File: config.mk
export PLATFORM = sky130hd
export DESIGN_NAME = hack_screen_fetch
export DESIGN_NICKNAME = d
export VERILOG_FILES = /design/src/rtl/hack_screen_fetch.sv
export SDC_FILE = /design/constraint.sdc
export NUM_CORES = 1
export LEC_CHECK = 0
export BUFFER_PORTS_ARGS = -buffer_cell sky130_fd_sc_hd__buf_4
export CORE_UTILIZATION = 55
export DETAILED_ROUTE_END_ITERATION = 6
export GPL_ROUTABILITY_DRIVEN = 0
export PLACE_DENSITY = 0.91
export SLEW_MARGIN = 40
export SYNTH_ARGS = -nofsm -noshare
export SYNTH_HDL_FRONTEND = slang
export SYNTH_SLANG_ARGS = --single-unit
export TNS_END_PERCENT = 20
File: constraint.sdc
create_clock -name pixel_clock -period 3.99 [get_ports pixel_clock]
set_input_delay 0.1995 -clock pixel_clock [delete_from_list [all_inputs] [get_ports pixel_clock]]
set_output_delay 0.1995 -clock pixel_clock [all_outputs]
set_load 0.02 [all_outputs]
File: src/rtl/hack_screen_fetch.sv
// ---------------------------------------------------------------------------
// hack_screen_fetch
//
// Pixel stage that sits behind VGA_SYNC. It places the 512x256 Hack screen
// inside the 640x480 active area, fetches one 16-bit screen word per 16
// pixels from the screen RAM, and shifts each word out LSB-first as mono
// pixels. It produces registered 12-bit RGB, and delays the syncs and video_on
// by the same single cycle so they stay aligned with the colour.
//
// Parameters
//   H_OFFSET     first window column (multiple of 16, >= 16)
//   V_OFFSET     first window row (window rows V_OFFSET..V_OFFSET+255)
//   RAM_LATENCY  cycles from mem_rd to valid mem_rdata (1..15)
//   FG_RGB       colour for a screen bit of 1
//   BG_RGB       colour for a screen bit of 0
//   BORDER_RGB   colour inside video_on but outside the window
//
// Ports
//   pixel_clock     in   single clock, rising edge
//   reset           in   synchronous, active-high
//   pixel_row       in   [9:0] current row from VGA_SYNC
//   pixel_column    in   [9:0] current column from VGA_SYNC
//   video_on        in   active-area flag
//   horiz_sync_in   in   hsync (active low)
//   vert_sync_in    in   vsync (active low)
//   mem_addr        out  [12:0] screen word address = (row-V_OFFSET)*32 + k
//   mem_rd          out  one-cycle read strobe
//   mem_rdata       in   [15:0] screen RAM data, valid RAM_LATENCY cycles
//                        after the cycle in which mem_rd is high
//   rgb             out  [11:0] {R,G,B}
//   horiz_sync_out  out  hsync delayed one cycle
//   vert_sync_out   out  vsync delayed one cycle
//   video_on_out    out  video_on delayed one cycle
//
// Optional feature (macro SCREEN_FRAME_TICK_EN)
//   frame_tick      out  one-cycle pulse the cycle after vert_sync_in falls
//   frame_count     out  [15:0] count of frame_tick pulses, wraps
//
// Read protocol: mem_rd is a fire-and-forget strobe. There is no ready or
// backpressure; the RAM must return data exactly RAM_LATENCY cycles later.
// A shift pipe of the strobe marks the cycle in which mem_rdata is valid.
// ---------------------------------------------------------------------------
module hack_screen_fetch #(
  parameter int          H_OFFSET    = 64,
  parameter int          V_OFFSET    = 112,
  parameter int          RAM_LATENCY = 1,
  parameter logic [11:0] FG_RGB      = 12'h000,
  parameter logic [11:0] BG_RGB      = 12'hFFF,
  parameter logic [11:0] BORDER_RGB  = 12'h444
) (
  input  logic        pixel_clock,
  input  logic        reset,
  input  logic [9:0]  pixel_row,
  input  logic [9:0]  pixel_column,
  input  logic        video_on,
  input  logic        horiz_sync_in,
  input  logic        vert_sync_in,
  output logic [12:0] mem_addr,
  output logic        mem_rd,
  input  logic [15:0] mem_rdata,
  output logic [11:0] rgb,
  output logic        horiz_sync_out,
  output logic        vert_sync_out,
  output logic        video_on_out
`ifdef SCREEN_FRAME_TICK_EN
  ,
  output logic        frame_tick,
  output logic [15:0] frame_count
`endif
);

  // Window and request column bounds. Word k is requested 16 columns
  // before it is displayed, so requests run from H_OFFSET-16 to H_OFFSET+480.
  localparam logic [9:0] WIN_COL_FIRST = 10'(H_OFFSET);
  localparam logic [9:0] WIN_COL_LAST  = 10'(H_OFFSET + 511);
  localparam logic [9:0] WIN_ROW_FIRST = 10'(V_OFFSET);
  localparam logic [9:0] WIN_ROW_LAST  = 10'(V_OFFSET + 255);
  localparam logic [9:0] REQ_COL_FIRST = 10'(H_OFFSET - 16);
  localparam logic [9:0] REQ_COL_LAST  = 10'(H_OFFSET + 480);

  // Registered state
  logic [11:0]            rgb_q,      rgb_d;
  logic                   hs_q;
  logic                   vs_q;
  logic                   von_q;
  logic                   mem_rd_q;
  logic [12:0]            mem_addr_q;
  logic [RAM_LATENCY-1:0] rv_q;
  logic [15:0]            hold_q,     hold_d;
  logic [15:0]            shift_q,    shift_d;

  // Combinational decode of the current input position
  logic        row_in_win;
  logic        col_in_win;
  logic        in_win;
  logic        word_start;
  logic        req_hit;
  logic [7:0]  row_rel;
  logic [4:0]  word_idx;
  logic        rd_valid;
  logic [15:0] load_word;
  logic        pix_bit;

  assign row_rel  = 8'(pixel_row - WIN_ROW_FIRST);
  assign word_idx = 5'((pixel_column - REQ_COL_FIRST) >> 4);
  assign rd_valid = rv_q[RAM_LATENCY-1];

  always_comb begin
    row_in_win = (pixel_row >= WIN_ROW_FIRST) && (pixel_row <= WIN_ROW_LAST);
    col_in_win = (pixel_column >= WIN_COL_FIRST) && (pixel_column <= WIN_COL_LAST);
    in_win     = row_in_win && col_in_win;
    // H_OFFSET is a multiple of 16, so word boundaries are where the low
    // four column bits are zero.
    word_start = in_win && (pixel_column[3:0] == 4'd0);
    req_hit    = row_in_win
               && (pixel_column >= REQ_COL_FIRST)
               && (pixel_column <= REQ_COL_LAST)
               && (pixel_column[3:0] == 4'd0);

    // Data arriving in the very cycle of a word boundary (RAM_LATENCY=15)
    // is forwarded straight into the shifter instead of via the hold reg.
    load_word = rd_valid ? mem_rdata : hold_q;
    hold_d    = load_word;

    shift_d = shift_q;
    pix_bit = shift_q[0];
    if (word_start) begin
      pix_bit = load_word[0];
      shift_d = {1'b0, load_word[15:1]};
    end else if (in_win) begin
      shift_d = {1'b0, shift_q[15:1]};
    end

    rgb_d = 12'h000;
    if (video_on) begin
      if (in_win) begin
        rgb_d = pix_bit ? FG_RGB : BG_RGB;
      end else begin
        rgb_d = BORDER_RGB;
      end
    end
  end

  always_ff @(posedge pixel_clock) begin
    if (reset) begin
      rgb_q      <= 12'h000;
      hs_q       <= 1'b1;
      vs_q       <= 1'b1;
      von_q      <= 1'b0;
      mem_rd_q   <= 1'b0;
      mem_addr_q <= 13'd0;
      rv_q       <= '0;
      hold_q     <= 16'h0000;
      shift_q    <= 16'h0000;
    end else begin
      rgb_q    <= rgb_d;
      hs_q     <= horiz_sync_in;
      vs_q     <= vert_sync_in;
      von_q    <= video_on;
      mem_rd_q <= req_hit;
      if (req_hit) begin
        mem_addr_q <= {row_rel, word_idx};
      end
      rv_q[0] <= mem_rd_q;
      for (int i = 1; i < RAM_LATENCY; i++) begin
        rv_q[i] <= rv_q[i-1];
      end
      hold_q  <= hold_d;
      shift_q <= shift_d;
    end
  end

  assign rgb            = rgb_q;
  assign horiz_sync_out = hs_q;
  assign vert_sync_out  = vs_q;
  assign video_on_out   = von_q;
  assign mem_rd         = mem_rd_q;
  assign mem_addr       = mem_addr_q;

`ifdef SCREEN_FRAME_TICK_EN
  // vs_q already holds last cycle's vsync (and resets high), so a falling
  // edge is vs_q high with the current input low.
  logic        frame_tick_q;
  logic [15:0] frame_count_q;
  logic        vs_fall;

  assign vs_fall = vs_q & ~vert_sync_in;

  always_ff @(posedge pixel_clock) begin
    if (reset) begin
      frame_tick_q  <= 1'b0;
      frame_count_q <= 16'd0;
    end else begin
      frame_tick_q <= vs_fall;
      if (vs_fall) begin
        frame_count_q <= frame_count_q + 16'd1;
      end
    end
  end

  assign frame_tick  = frame_tick_q;
  assign frame_count = frame_count_q;
`endif

endmodule

==> reports/summary.txt <==
Residual DRC: 0
CP startpoint: pixel_row[4]
Post-route ant nets: 0
Final setup TNS: 0 ns
CTS Sinks: 51
PortBufs: 69
Global-route wire length before repair: 7070 um
Synth area leader: dfxtp_1
Relative slew slack: 62.2%
Area contributors post-synth: dfxtp_1 42%, mux2i_1 15%, nand2b_1 7.2%
Number of antenna violations at the first check in global routing: 0
Storage cell area: 1020 um^2
Gr ovfl total: 0
Crit path max fanout: 10
Vias in the first global route: 1639
Antenna fix cells: 0
Initial Utilization: 58.8%
CTS tree: yes
Async set-reset flop share out of synthesis: 0%
FMAX: 0.647 GHz
Pwr dens: 312 nW/um^2
RSZ-0062 raised after global routing: no
Core Region: 4120 um^2
# fillers: 299
Crit path DAT: 1.74 ns
Nets@finish: 336
Clk pin slew, worst setup/hold paths: 0.08 ns
Main synth FF type: dfxtp_1
Multi-input combinational cell area: 1220 um^2
Total track usage: 20.5%
Share of cells above drive strength 1: 29.8%
Hold Worst Slack: 0.0811 ns
Post-synth cell types: 34
Final HPWL DP: 3190 um
Root buffer selected by CTS: clkbuf_8
DR vias: 1819
Cell count after synthesis: 241
Setup crit start kind: primary input
Largest net degree at the start of global routing: 71
Slew Limit Fails: 0
Share of the synthesized area in the top cell type: 42.2%
Post-Syn Area: 2420 um^2
CP endpoint kind: flip-flop
Clock buffer depth: 2
CTS-repair resized insts: 0
Syn Area/Cell: 10.0 um^2
Final hold violation count: 0
Yosys warns: 0
Boundary Pins: 70
Worst vdd ir: 0.242 mV
Max-cap viol count: 0
Synth Register Bits: 51
Final worst clock skew: 0.00205 ns
Final setup viols: 0
HP Class: in2reg
Std cell rows: 23
Most common cell after layout, fill and taps aside: buf_4
Critical Path RT: 4.18 ns
Postcts setup bufs: 0
Most frequent cells in the layout: 70 x buf_4, 50 x dfxtp_1, 37 x mux2i_1, 34 x nor2_1, 28 x nand2b_1
Worst r2r src: rd_valid
Final Critical Period: 1.54 ns
Total wire length: 4520 um
DR vias/cell: 5.32
Worst skew pair latency: 0.30 ns
Worst-Margin Slew: 0.566 ns
CP Class: in2reg
Final Cycle Share: 38.7%
Die width: 68.3 um
Num CTS Buffers: 5
Routed wire per std cell: 13.2 um
Total iterations of the first detailed-routing run: 4
P&R area growth vs syn: 20.9%
Register area share after synthesis: 42.2%
Iter 0 DRT Violations: 162
Static Leak: 1.22 nW
Post-synth EDFFs: 0
Status: finished, final reports clean
Hold Crit Start: vert_sync_in
Post-Syn Nets: 286
Hold_buf cts: 0
DIE HEIGHT: 68.3 um
Die area: 4670 um^2
H-tree Lvls: 2
==> worst paths after layout <==
| check | slack, ns | depth (start not counted) | endpoint |
|---|---|---|---|
| hold / removal | 0.08 | 2 | vert_sync_out |
| setup reg to reg | 2.56 | 3 | rgb[6] |
| setup / recovery | 2.45 | 6 | mem_addr[2] |
| hold reg to reg | 0.48 | 1 | rd_valid |
==> stage by stage <==
step                      power (mW)  std cells  utilization (%)  cell area (um^2)  setup slack (ns)
after floorplan                0.597        241                -              2420              2.50
after global placement         0.641        334             69.1              2840              2.21
after detailed placement       0.643        334             69.1              2840              2.19
after CTS                      0.918        342             71.1              2930              2.50
after global routing           0.951        342             71.1              2930              2.37
final                          0.912        342             71.1              2930              2.45
==> worst max-delay path, cell delays in order <==
cell	delay [ns]
buf_4	0.10
ha_1	0.18
a21o_1	0.18
o21ba_1	0.41
nand4_1	0.32
mux2_2	0.35
==> routing by layer <==
| layer | track usage, % | wire [um] | vias to the layer above |
|---|---|---|---|
| met4 | 9.38 | 76 | 0 |
| met2 | 35.3 | 2210 | 45 |
| met3 | 3.50 | 185 | 7 |
| li1 | - | - | 926 |
| met1 | 24.6 | 2050 | 841 |
| met5 | 0 | 0 | - |
==> cells by family after synthesis <==
group | after synthesis | synth area share (%)
AOI/OAI and AO/OA | 35 | 12.8
xor gates and xnor gates | 5 | 1.81
adders and majority gates | 4 | 2.07
buffers and inverters | 31 | 7.81
DFF | 51 | 42.2
muxes | 38 | 15.8
and+or+nand+nor | 77 | 17.6
==> registers in the layout, summed over array words and instances, names as in the netlist <==
signal,cells
vert_sync_out,1
rgb,2
shift_q,15
horiz_sync_out,1
mem_rd,1
video_on_out,1
mem_addr,13
rd_valid,1
hold_q,16
==> Yosys cell counts, drive strengths merged, types with 2 or more instances <==
library cell,count
ha,4
nor2b,2
a41oi,7
a211oi,6
nand2b,28
a21oi,2
xor2,2
nor4,2
dfxtp,51
inv,4
buf,19
a211o,14
mux2i,37
or2,2
xnor2,3
nor3,2
nor2,34
clkbuf,8
nand3,3
==> cell type report <==
class | instances | share of cell area (%)
Clock buffer | 7 | 2.61
Clock inverter | 1 | 0.171
Inverter | 4 | 0.513
Multi-Input combinational cell | 159 | 41.7
Sequential cell | 51 | 34.9
Tap cell | 50 | 2.14
Timing Repair Buffer | 70 | 18.0
==> where the power goes <==
part | switching (mW) | total, mW | leakage (nW) | internal (mW)
clock | 0.157 | 0.281 | 0.0422 | 0.123
combinational | 0.0570 | 0.115 | 0.766 | 0.0578
sequential | 0.00281 | 0.516 | 0.413 | 0.513
Note: power is estimated with default switching activity, not from simulation.
